$ cat src/rtl/wb_sdram_arbiter.sv
// rtl/wb_sdram_arbiter.sv - two-master Wishbone classic arbiter for the SDRAM controller port
// Round-robin grant held for a whole CYC, plus a stall watchdog that forces ERR.
module wb_sdram_arbiter #(
  parameter int AW      = 32,
  parameter int DW      = 32,
  parameter int TIMEOUT = 255
) (
  input  logic            clock,
  input  logic            reset,
  input  logic [AW-1:0]   m0_adr_i,
  input  logic [DW-1:0]   m0_dat_i,
  output logic [DW-1:0]   m0_dat_o,
  input  logic [DW/8-1:0] m0_sel_i,
  input  logic            m0_we_i,
  input  logic            m0_cyc_i,
  input  logic            m0_stb_i,
  output logic            m0_ack_o,
  output logic            m0_err_o,
  input  logic [AW-1:0]   m1_adr_i,
  input  logic [DW-1:0]   m1_dat_i,
  output logic [DW-1:0]   m1_dat_o,
  input  logic [DW/8-1:0] m1_sel_i,
  input  logic            m1_we_i,
  input  logic            m1_cyc_i,
  input  logic            m1_stb_i,
  output logic            m1_ack_o,
  output logic            m1_err_o,
  output logic [AW-1:0]   s_adr_o,
  output logic [DW-1:0]   s_dat_o,
  input  logic [DW-1:0]   s_dat_i,
  output logic [DW/8-1:0] s_sel_o,
  output logic            s_we_o,
  output logic            s_cyc_o,
  output logic            s_stb_o,
  input  logic            s_ack_i,
  input  logic            s_err_i,
  output logic [1:0]      grant_o
);

  typedef enum logic [1:0] {
    IDLE = 2'd0,
    G0   = 2'd1,
    G1   = 2'd2
  } state_t;

  localparam bit WD_ON = (TIMEOUT > 0);
  localparam int CW = (TIMEOUT > 1) ? $clog2(TIMEOUT) : 1;
  localparam logic [CW-1:0] WD_LAST = (TIMEOUT > 0) ? CW'(TIMEOUT - 1) : '0;

  state_t        state;
  state_t        state_nxt;
  logic          last;
  logic          last_nxt;
  logic [CW-1:0] wd_count;
  logic          stb_req;
  logic          wd_err;

  always_ff @(posedge clock or posedge reset) begin
    if (reset) begin
      state <= IDLE;
      last  <= 1'b1;
    end else begin
      state <= state_nxt;
      last  <= last_nxt;
    end
  end

  // last names the most recent winner (0 = m0, 1 = m1); on a tie the other master wins
  always_comb begin
    state_nxt = state;
    last_nxt  = last;
    case (state)
      IDLE: begin
        if (m0_cyc_i && m1_cyc_i) begin
          if (last) begin
            state_nxt = G0;
            last_nxt  = 1'b0;
          end else begin
            state_nxt = G1;
            last_nxt  = 1'b1;
          end
        end else if (m0_cyc_i) begin
          state_nxt = G0;
          last_nxt  = 1'b0;
        end else if (m1_cyc_i) begin
          state_nxt = G1;
          last_nxt  = 1'b1;
        end
      end
      G0:      if (!m0_cyc_i) state_nxt = IDLE;
      G1:      if (!m1_cyc_i) state_nxt = IDLE;
      default: state_nxt = IDLE;
    endcase
  end

  assign grant_o = {state == G1, state == G0};

  assign s_adr_o = grant_o[1] ? m1_adr_i : m0_adr_i;
  assign s_dat_o = grant_o[1] ? m1_dat_i : m0_dat_i;
  assign s_sel_o = grant_o[1] ? m1_sel_i : m0_sel_i;
  assign s_we_o  = grant_o[1] ? m1_we_i  : m0_we_i;
  assign s_cyc_o = (grant_o[0] & m0_cyc_i) | (grant_o[1] & m1_cyc_i);
  assign stb_req = (grant_o[0] & m0_stb_i) | (grant_o[1] & m1_stb_i);

  // ack and err beat the timeout when they arrive in the same cycle
  assign wd_err  = WD_ON && stb_req && !s_ack_i && !s_err_i && (wd_count == WD_LAST);
  assign s_stb_o = stb_req & ~wd_err;

  always_ff @(posedge clock or posedge reset) begin
    if (reset) begin
      wd_count <= '0;
    end else if (!WD_ON || (state_nxt != state) || (grant_o == 2'b00) ||
                 s_ack_i || s_err_i || wd_err) begin
      wd_count <= '0;
    end else if (stb_req) begin
      wd_count <= wd_count + CW'(1);
    end
  end

  assign m0_dat_o = s_dat_i;
  assign m1_dat_o = s_dat_i;
  assign m0_ack_o = s_ack_i & grant_o[0] & m0_stb_i;
  assign m1_ack_o = s_ack_i & grant_o[1] & m1_stb_i;
  assign m0_err_o = (s_err_i & grant_o[0] & m0_stb_i) | (wd_err & grant_o[0]);
  assign m1_err_o = (s_err_i & grant_o[1] & m1_stb_i) | (wd_err & grant_o[1]);

endmodule

$ cat config.mk
export PLATFORM = sky130hd
export DESIGN_NAME = wb_sdram_arbiter
export DESIGN_NICKNAME = d
export VERILOG_FILES = /design/src/rtl/wb_sdram_arbiter.sv
export SDC_FILE = /design/constraint.sdc
export NUM_CORES = 1
export LEC_CHECK = 0
export CAP_MARGIN = 0
export CORE_AREA = 2 2 122 124
export CTS_CLUSTER_DIAMETER = 120
export DETAILED_ROUTE_END_ITERATION = 10
export DIE_AREA = 0 0 124 126
export PLACE_DENSITY = 0.55
export SLEW_MARGIN = 20
export SYNTH_ARGS = -nofsm -noshare
export SYNTH_HDL_FRONTEND = slang
export SYNTH_SLANG_ARGS = --single-unit
export TNS_END_PERCENT = 50
$ cat constraint.sdc
create_clock -name clock -period 2.9 [get_ports clock]
set_input_delay 0.725 -clock clock [delete_from_list [all_inputs] [get_ports clock]]
set_output_delay 0.725 -clock clock [all_outputs]
set_load 0.02 [all_outputs]
After elaboration in Yosys (flattened, before gate mapping)
Index checks and enable logic that the tools add are counted.
{"block": "totals", "register_bits": 11, "inputBits": 178, "output_inout_bits": 141}
{"block": "op_classes", "add_sub_neg": 1, "eq_ne": 4, "mux": 17, "n_bitwise": 20, "n_reduce_logical": 15}
{"operator": "$mux 32", "count": 2}
{"operator": "$mux 8", "count": 2}
{"operator": "$and 1x1->1", "count": 15}
{"operator": "$mux 2", "count": 6}
{"operator": "$add 8x1->8 const B", "count": 1}
{"operator": "$eq 8x8->1 const B", "count": 1}
{"operator": "$pmux 2 s3", "count": 1}
{"operator": "$mux 1", "count": 5}
{"operator": "$logic_and 1x1->1", "count": 4}
{"operator": "$logic_not 2->1", "count": 2}
{"operator": "$logic_or 1x1->1", "count": 4}
{"operator": "$mux 4", "count": 1}
{"operator": "$or 1x1->1", "count": 4}
{"operator": "$reduce_bool 3->1", "count": 1}
{"operator": "$eq 2x1->1 const B", "count": 1}
{"operator": "$eq 2x2->1 const B", "count": 1}
{"operator": "$logic_not 1->1", "count": 2}
{"operator": "$ne 2x2->1", "count": 1}
{"operator": "$reduce_and 2->1", "count": 1}
{"operator": "$reduce_bool 2->1", "count": 1}
{"operator": "$not 1->1", "count": 1}

Longest topological paths before layout
{"block": "depth", "word_depth": 10, "mapped_depth": 7, "mapped_depth_nobuf": 6}

Least setup slack after synthesis
Ideal clock, no wire load.
{"block": "synth_path", "kind": "reg-to-output", "start": "register state[1]", "end": "output port m0_err_o", "arrival_time_ns": 1.854, "t_required_ns": 2.175, "setup_slack_ns": 0.321, "path_stages_with_launch": 7, "path_buffers": 1, "path_cell_list": "dfrtp_1 > inv_1 > ha_1 > a22oi_4 > nor4_1 > buf_4 > o21a_1"}
{"block": "synth_via", "elab_chain_len": 8, "word_cells_on_any_way": 12, "cone_classes": "eq/ne: 2; bitwise: 7; reduce/logical: 3"}
{"item": "from (decl)", "line": "50", "source": "state_t state;"}
{"item": "from (signal assigned)", "line": "63", "source": "state <= state_nxt;"}
{"item": "$eq 2x1->1 (*)", "line": "96", "source": "assign grant_o = {state == G1, state == G0};"}
{"item": "net grant_o[0]", "line": "37", "source": "output logic [1:0] grant_o"}
{"item": "$and 1x1->1", "line": "103", "source": "assign stb_req = (grant_o[0] & m0_stb_i) | (grant_o[1] & m1_stb_i);"}
{"item": "$or 1x1->1", "line": "103"}
{"item": "$logic_and 1x1->1 (3 in series)", "line": "106", "source": "assign wd_err = WD_ON && stb_req && !s_ack_i && !s_err_i && (wd_count == WD_LAST);"}
{"item": "$and 1x1->1", "line": "124", "source": "assign m0_err_o = (s_err_i & grant_o[0] & m0_stb_i) | (wd_err & grant_o[0]);"}
{"item": "$or 1x1->1 (*)", "line": "124"}
{"item": "to (decl)", "line": "18", "source": "output logic m0_err_o,"}
The timed path passes the listed nets; every way through them passes the cells marked *.

Worst setup path after layout
{"block": "layout_path", "start": "input port m0_stb_i", "end": "output port m0_ack_o"}
{"block": "layout_via", "elab_chain_len": 1}
{"item": "from (decl)", "line": "16", "source": "input logic m0_stb_i,"}
{"item": "$and 1x1->1", "line": "122", "source": "assign m0_ack_o = s_ack_i & grant_o[0] & m0_stb_i;"}
{"item": "to (decl)", "line": "17", "source": "output logic m0_ack_o,"}
Every way passes these cells.

==> results.ini <==
[timing]
maxSlewHeadroom_pct=61.26
fin_crit_ps=2870
max_freq_ghz=0.3485
fin_crit_sh_pct=98.96
worst_pin_slew_ps=581.1
fin_worst_skew_ps=1.720
final-setup-viol-count=0
finalHoldViolations=0
final_max_slew_viol_count=0
rsz0062_at_grt=false

[pwr]
max-vdd-ir-drop_uv=272.4
cellLeakagePower_nw=1.766
p_clk_share_pct=10.1
power.density_mw_per_mm2=588.9
seqPwrFrac_pct=7.7
switchingPower_w=0.001159
p_int_w=0.001328
p_comb_share_pct=82.2
p_sw_share_pct=46.60

[status]
run_status=finished, final reports clean

[synth]
synth_area_leader_cell=mux2_2
syn_area_per_cell_sq_um=9.239
synth_cells=229
syn-num-nets=414
yosysMostFrequentCell=buf_4
yosysSeqAreaShare_pct=13.07
synth-seq-cells=11
synth_edf_count=0
synth-main-ff-cell=dfrtp_1
ys_async_sr_fraction_pct=100.0
syn_area_sq_mm=0.002116
yosys-top-cells-area=mux2_2 (29%), buf_4 (23%), dfrtp_1 (12%)
yosys-top-cells-count=buf_4 (65), mux2_2 (54), mux2_1 (15), dfrtp_1 (10), nor4_1 (9)
synth_top_area_share_pct=28.74
synth_warnings=0
ys_types=36

[clocking]
worstSkewPairLatency_ps=240
postCtsHoldBufs=0
cts-root-buf=clkbuf_16
cts_tree=built
clk_path_buf_depth=2
cts_made_buffers=3
path_clk_slew_ps=40
cts.sinks=11
h-tree-depth=1

[placed_design]
dp_cells=578
placed_area_sq_mm=0.004184
routabilityCongestion=0.8011
hpwl_microns=10470
io_buffer_count=222

[finish]
finalInstanceArea_sq_mm=0.004223
nets=585
drive_above_1_share_pct=24.81
area_delta_synth_final_pct=99.59
layout.cells.non_filler=583
diodes=0

[worst_setup_path]
cp-end-kind=output pin
path_class=input port to output pin
path_max_fanout=3
cp.arrival_ps=2140
crit_required_ps=2170
r2r.worst_path.cells=6
critPathLaunchType=input port

[grt]
grt_start_max_net_pins=29
overflow=0
first_global_vias=2404
antenna_found_initial=0
grt_first_pass_wirelength_microns=15410
track_usage_pct=13.84

[worst_hold_path]
holdPathStages=2
hp-class=flop to flop

[floorplanning]
die_area_sq_mm=0.01562
pin_count=319
start_util_pct=14.78
core_sq_mm=0.01431
die_h_microns=126
die_w_microns=124
num_rows=44

[detailed_routing]
antenna_left=0
wl_per_cell_microns=20.62
firstDrtPassIters=4
viasPerCell=3.945
drc=0
drtIter0Drc=43
routed_wl_microns=12020
route.vias.total=2300

[flow_run]
cap_violations=0

==> worst paths after layout <==
check	startpoint	endpoint	slack, ps
worst max-delay path	m0_stb_i	m0_ack_o	30
worst max register to register	state[0]	wd_count[6]	880
min in group asynchronous	reset	wd_count[3]	800
max in group asynchronous	reset	last	1780
worst min register to register	last	last	480
worst min-delay path	last	last	480
==> cell families after synthesis <==
| group | count (synthesis) | share of synthesized area [%] |
|---|---|---|
| buffers and inverters | 79 | 25.96 |
| muxes | 69 | 36.72 |
| and+or+nand+nor | 39 | 9.817 |
| AOI/OAI and AO/OA | 17 | 7.392 |
| DFF | 11 | 13.07 |
| xor gates and xnor gates | 7 | 2.898 |
| adders and majority gates | 7 | 4.139 |
==> state kept, by name (all words and copies together) (netlist names) <==
signal and count:
last 1, wd_count 8, state 2
==> cells in the final DEF (no fill, tap or decap), types with 3 or more instances in the layout <==
cell and count:
mux2_1 15, mux2_2 54, buf_4 27, inv_1 6, clkdlybuf4s50_1 147, dlymetal6s2s_1 5
clkbuf_16 3, buf_12 3, and3_1 4, nor4_1 8, nor3_1 3, a21oi_1 3
xnor2_1 6, nand2_1 7, ha_1 6, nor2_1 6, dlygate4sd2_1 56, dfrtp_1 10
==> power groups by stage <==
stage / clock, W / combinational, W / sequential, W
after floorplan: 0 / 0.00123 / 0.000201
after global placement: 0 / 0.00224 / 0.000194
after detailed placement: 0 / 0.00224 / 0.000194
after CTS: 0.000255 / 0.00210 / 0.000192
after global routing: 0.000264 / 0.00218 / 0.000195
final: 0.000250 / 0.00204 / 0.000192
==> through the flow <==
stage | power [W] | hold WS (ps) | TNS [ps] | setup WS [ps] | util (%)
floorplan | 0.001431 | 460.7 | 0 | 321.4 | -
global placement | 0.002435 | 474.2 | -1005 | -386.8 | 29.23
detailed placement | 0.002432 | 478.0 | -1157 | -436.5 | 29.23
CTS | 0.002548 | 483.7 | 0 | 2.265 | 29.41
global route | 0.002639 | 498.3 | 0 | 8.963 | 29.50
finish | 0.002487 | 479.7 | 0 | 30.25 | 29.50
==> critical path: stages <==
cell and delay, ps:
clkdlybuf4s50_1 540, buf_4 140, and3_1 150, clkdlybuf4s50_1 600
==> area by class of cell <==
class                      instances  area (sq um)
tap                              184         230.2
inverter                           6         22.52
multi-input combinational        139          1323
clock buffer                       4         78.83
fill                            1523         10090
timing repair buffer             239          2292
sequential                        11         276.5
==> repair_timing <==
item,4_1_cts,5_1_grt
setup endpoints to repair,59,6
gates resized for setup,65,12
pin swaps,0,2
buffers inserted,0,1
==> routing by layer <==
metal	vias up	wire [microns]	GRT usage (%)	share of wire (%)
met4	0	38	1.322	0.32
met2	163	5759	24.08	48
met3	4	1624	6.567	14
met1	1046	4602	15.91	38
li1	1087	-	-	-
met5	-	0	0	0
No activity file was read; power rests on OpenSTA's default activity.
==> RTL edit 1: new RTL, same settings <==
Change the parameter `TIMEOUT` from 255 to 510.
--- a/src/rtl/wb_sdram_arbiter.sv
+++ b/src/rtl/wb_sdram_arbiter.sv
@@ -3,7 +3,7 @@
 module wb_sdram_arbiter #(
   parameter int AW      = 32,
   parameter int DW      = 32,
-  parameter int TIMEOUT = 255
+  parameter int TIMEOUT = 510
 ) (
   input  logic            clock,
   input  logic            reset,
Formal check against the unedited RTL: same outputs for any inputs over 10 cycles, from zero or initial values and one cycle with reset high; that may be too few to reach the edited logic, so the function may still have changed.
==> RTL edit 1 against the original RTL <==
Area after synthesis up 1.1%; sequential share of layout area grew 0.30 points; cell count grew 3.1%; sequential cell count up 1; routed wire length fell by 12%; setup slack got worse by 25 ps; sequential power grew 13%; total power rose by 2.6%; final area rose by 4.3%; largest cell class unchanged; highest routed layer unchanged.
==> RTL edit 1: results (changes against the original RTL) <==
R2R Path Start - state[1] (was state[0])
maximum clock rate - 0.345 GHz (was 0.348 GHz)
Worst Skew - 1.66 ps (was 1.72 ps)
Setup Buffers After CTS - 3 (was 0)
reg-to-reg endpoint - wd_count[1] (was wd_count[6])
CP delay by family, top - simple AND/OR/NAND/NOR gates (was buffers and inverters)
crit path DAT - 2170 ps (was 2140 ps)
syn nets - 421 (was 414)
dpl hpwl - 9.18 mm (was 10.5 mm)
CP peak stage delay - 440 ps (was 600 ps)
CTS-repair resized insts - 94 (was 65)
Cell variety after synth - 33 (was 36)
placed cell count - 594 (was 578)
area share of the largest cell type after synthesis - 36.3% (was 28.7%)
Setup crit start - m1_stb_i (was m0_stb_i)
Synth top cells by count - mux2_2 (69), buf_4 (64), nand2_1 (13), dfrtp_1 (11), nor3_1 (9) (was buf_4 (65), mux2_2 (54), mux2_1 (15), dfrtp_1 (10), nor4_1 (9))
final WL - 10.6 mm (was 12.0 mm)
PwrDens - 579 nW/um2 (was 589 nW/um2)
post-synthesis compound-gate area fraction - 5.67% (was 7.39%)
LEAKAGE - 1.79 nW (was 1.77 nW)
xor-xnor portion of the synthesized cell area - 3.27% (was 2.90%)
Global Route Usage Sum - 13.5% (was 13.8%)
H-tree Lvls - 1 (unchanged)
vias in the first global route - 2500 (was 2404)
top cells by area, synth - mux2_2 (36%), buf_4 (22%), dfrtp_1 (13%), ha_1 (4.1%), nand2_1 (2.3%) (was mux2_2 (29%), buf_4 (23%), dfrtp_1 (12%), mux2_1 (8.0%), ha_1 (4.1%))
Switch Pwr - 1.12 mW (was 1.16 mW)
first-pass GRT wire length - 15.4 mm (about the same)
biggest regs - wd_count: 9 flops, state: 2 flops, last: 1 flops (was wd_count: 8 flops, state: 2 flops, last: 1 flops)
Mapped Cells - 236 (was 229)
post-synthesis mux area share - 36.3% (was 36.7%)
fill count - 1534 (was 1523)
peak supply drop - 270 uV (was 272 uV)
adder-cell share of the synthesized area - 4.09% (was 4.14%)
largest net degree at the start of global routing - 34 (was 29)
reg2reg setup slack - 710 ps (was 880 ps)
worst-case hold slack - 495 ps (was 480 ps)
status - completed (unchanged)
post-place setup slack - -881 ps (was -436 ps)
drt pass-1 iters - 5 (was 4)
Final #Nets - 603 (was 585)
DRT iter0 DRCs - 51 (was 43)
Ys Warns - 0 (unchanged)
Worst Reg-to-Reg Cells - 7 (was 6)
-- RTL edit 1: cell types whose count changed after synthesis, sizes merged, moves of 2 or more --
cell    change
xor2        +2
nor4b       +2
nand4       +2
clkbuf      +7
nor4        -9
buf         -8
nor3        +6
a21boi      +3
nor2        -2
nand2       +5
-- RTL edit 1: cell type report --
class / instances / area, um2 / area share, %
flip-flops and latches: 12 / 302 / 6.85
repair buffers: 249 / 2400 / 54.5
well taps: 184 / 230 / 5.23
multi-input cells: 146 / 1360 / 30.9
clock buffers: 4 / 88.8 / 2.02
inverters: 6 / 22.5 / 0.512
-- RTL edit 1: metal layers --
metal,vias up,part of all wire [%],global-route usage [%]
met5,-,0,0
met4,0,2.4,3.30
met3,16,9.8,5.43
met2,147,49,22.7
met1,1074,39,15.9
li1,1132,-,-
-- RTL edit 1: tightest hold or removal path: stages (launching register included) --
cell	delay (ps)
dfstp_2	370
nand2_1	50
o21ai_0	60
==> RTL edit 2: new RTL, same settings <==
Without the edit above. Make the reset (`reset`) synchronous in 2 clocked blocks.
--- a/src/rtl/wb_sdram_arbiter.sv
+++ b/src/rtl/wb_sdram_arbiter.sv
@@ -55,7 +55,7 @@
   logic          stb_req;
   logic          wd_err;
 
-  always_ff @(posedge clock or posedge reset) begin
+  always_ff @(posedge clock) begin
     if (reset) begin
       state <= IDLE;
       last  <= 1'b1;
@@ -106,7 +106,7 @@
   assign wd_err  = WD_ON && stb_req && !s_ack_i && !s_err_i && (wd_count == WD_LAST);
   assign s_stb_o = stb_req & ~wd_err;
 
-  always_ff @(posedge clock or posedge reset) begin
+  always_ff @(posedge clock) begin
     if (reset) begin
       wd_count <= '0;
     end else if (!WD_ON || (state_nxt != state) || (grant_o == 2'b00) ||
Formal check against the unedited RTL: differs if reset is asserted again (counterexample within 4 cycles, from zero or initial values and one cycle with reset high); with reset held inactive, the same outputs for 10 cycles.
==> RTL edit 2 against the original RTL <==
Maximum frequency grew 2.1%; die area is the same; final area grew 2.8%; routed wire length shrank 9.4%; sequential share of layout area shrank 1.4 points; area after synthesis shrank 1.9%; via count grew 0.91%; largest cell class unchanged; global-route usage shrank 1.2 points; sequential cell count is the same; setup slack gained 58 ps.
Power is not compared: it rests on default switching activity, and its combinational part moved more than twofold at a synthesized area within 25%.
==> RTL edit 2: results (changes against the original RTL) <==
syn nets - 408 (was 414)
slew margin rel. - 69.9% (was 61.3%)
CTS-repair resized insts - 12 (was 65)
HP Start - wd_count[7] (was last)
crit path DAT - 2090 ps (was 2140 ps)
dpl hpwl - 9.38 mm (was 10.5 mm)
CP peak stage delay - 480 ps (was 600 ps)
largest net degree at the start of global routing - 21 (was 29)
GR Util met2 - 19.8% (was 24.1%)
R2R Path Start - state[1] (was state[0])
Global Route Usage Sum - 12.6% (was 13.8%)
Finished Core Util - 30.3% (was 29.5%)
Synth top cells by count - mux2_2 (69), buf_4 (64), dfxtp_1 (11), nor3_1 (10) (was buf_4 (65), mux2_2 (54), mux2_1 (15), dfrtp_1 (10), nor4_1 (9))
Final #Nets - 587 (was 585)
Mapped Cells - 223 (was 229)
GR Util met1 - 14.9% (was 15.9%)
Worst Skew - 3.28 ps (was 1.72 ps)
vias in the first global route - 2483 (was 2404)
met3 WL post-DR - 2.02 mm (was 1.62 mm)
met2 wire length - 4.60 mm (was 5.76 mm)
Setup Buffers After CTS - 2 (was 0)
met1 wire length - 4.24 mm (was 4.60 mm)
worst-path fanout max - 2 (was 3)
Seq/Total Area, Yosys - 10.6% (was 13.1%)
status - completed (unchanged)
share of cells above drive strength 1 - 29.4% (was 24.8%)
first-pass GRT wire length - 14.5 mm (was 15.4 mm)
Most used DFF post-synth - dfxtp_1 (was dfrtp_1)
DRT iter0 DRCs - 33 (was 43)
Vias - 2321 (was 2300)
RePlAce Congestion - 0.808 (was 0.801)
Avg Vias per Cell - 3.97 (was 3.95)
RTL edit 2: path summary, 6_finish.rpt:
check | cells after the start | slack, ps | to
setup / recovery | 5 | 90 | s_stb_o
hold / removal | 2 | 570 | wd_count[7]
setup reg to reg | 8 | 1030 | wd_count[1]
hold reg to reg | 2 | 570 | wd_count[7]
RTL edit 2: kinds of logic (layout without fill, tap and decap cells):
| kind of cell | Yosys count | after routing | share of synthesized area, % |
|---|---|---|---|
| AOI/OAI and AO/OA | 19 | 19 | 9.89 |
| xor gates and xnor gates | 7 | 7 | 2.95 |
| adders and majority gates | 7 | 7 | 4.22 |
| buffers and inverters | 77 | 255 | 25.9 |
| DFF | 11 | 11 | 10.6 |
| muxes | 69 | 69 | 37.4 |
| and+or+nand+nor | 33 | 33 | 8.98 |
RTL edit 2: cell type report:
class | instances | area share (%)
tap | 184 | 5.30
multi-input combinational | 135 | 31.0
clock buffer | 4 | 1.82
timing repair buffer | 246 | 56.4
sequential | 11 | 5.10
inverter | 5 | 0.432
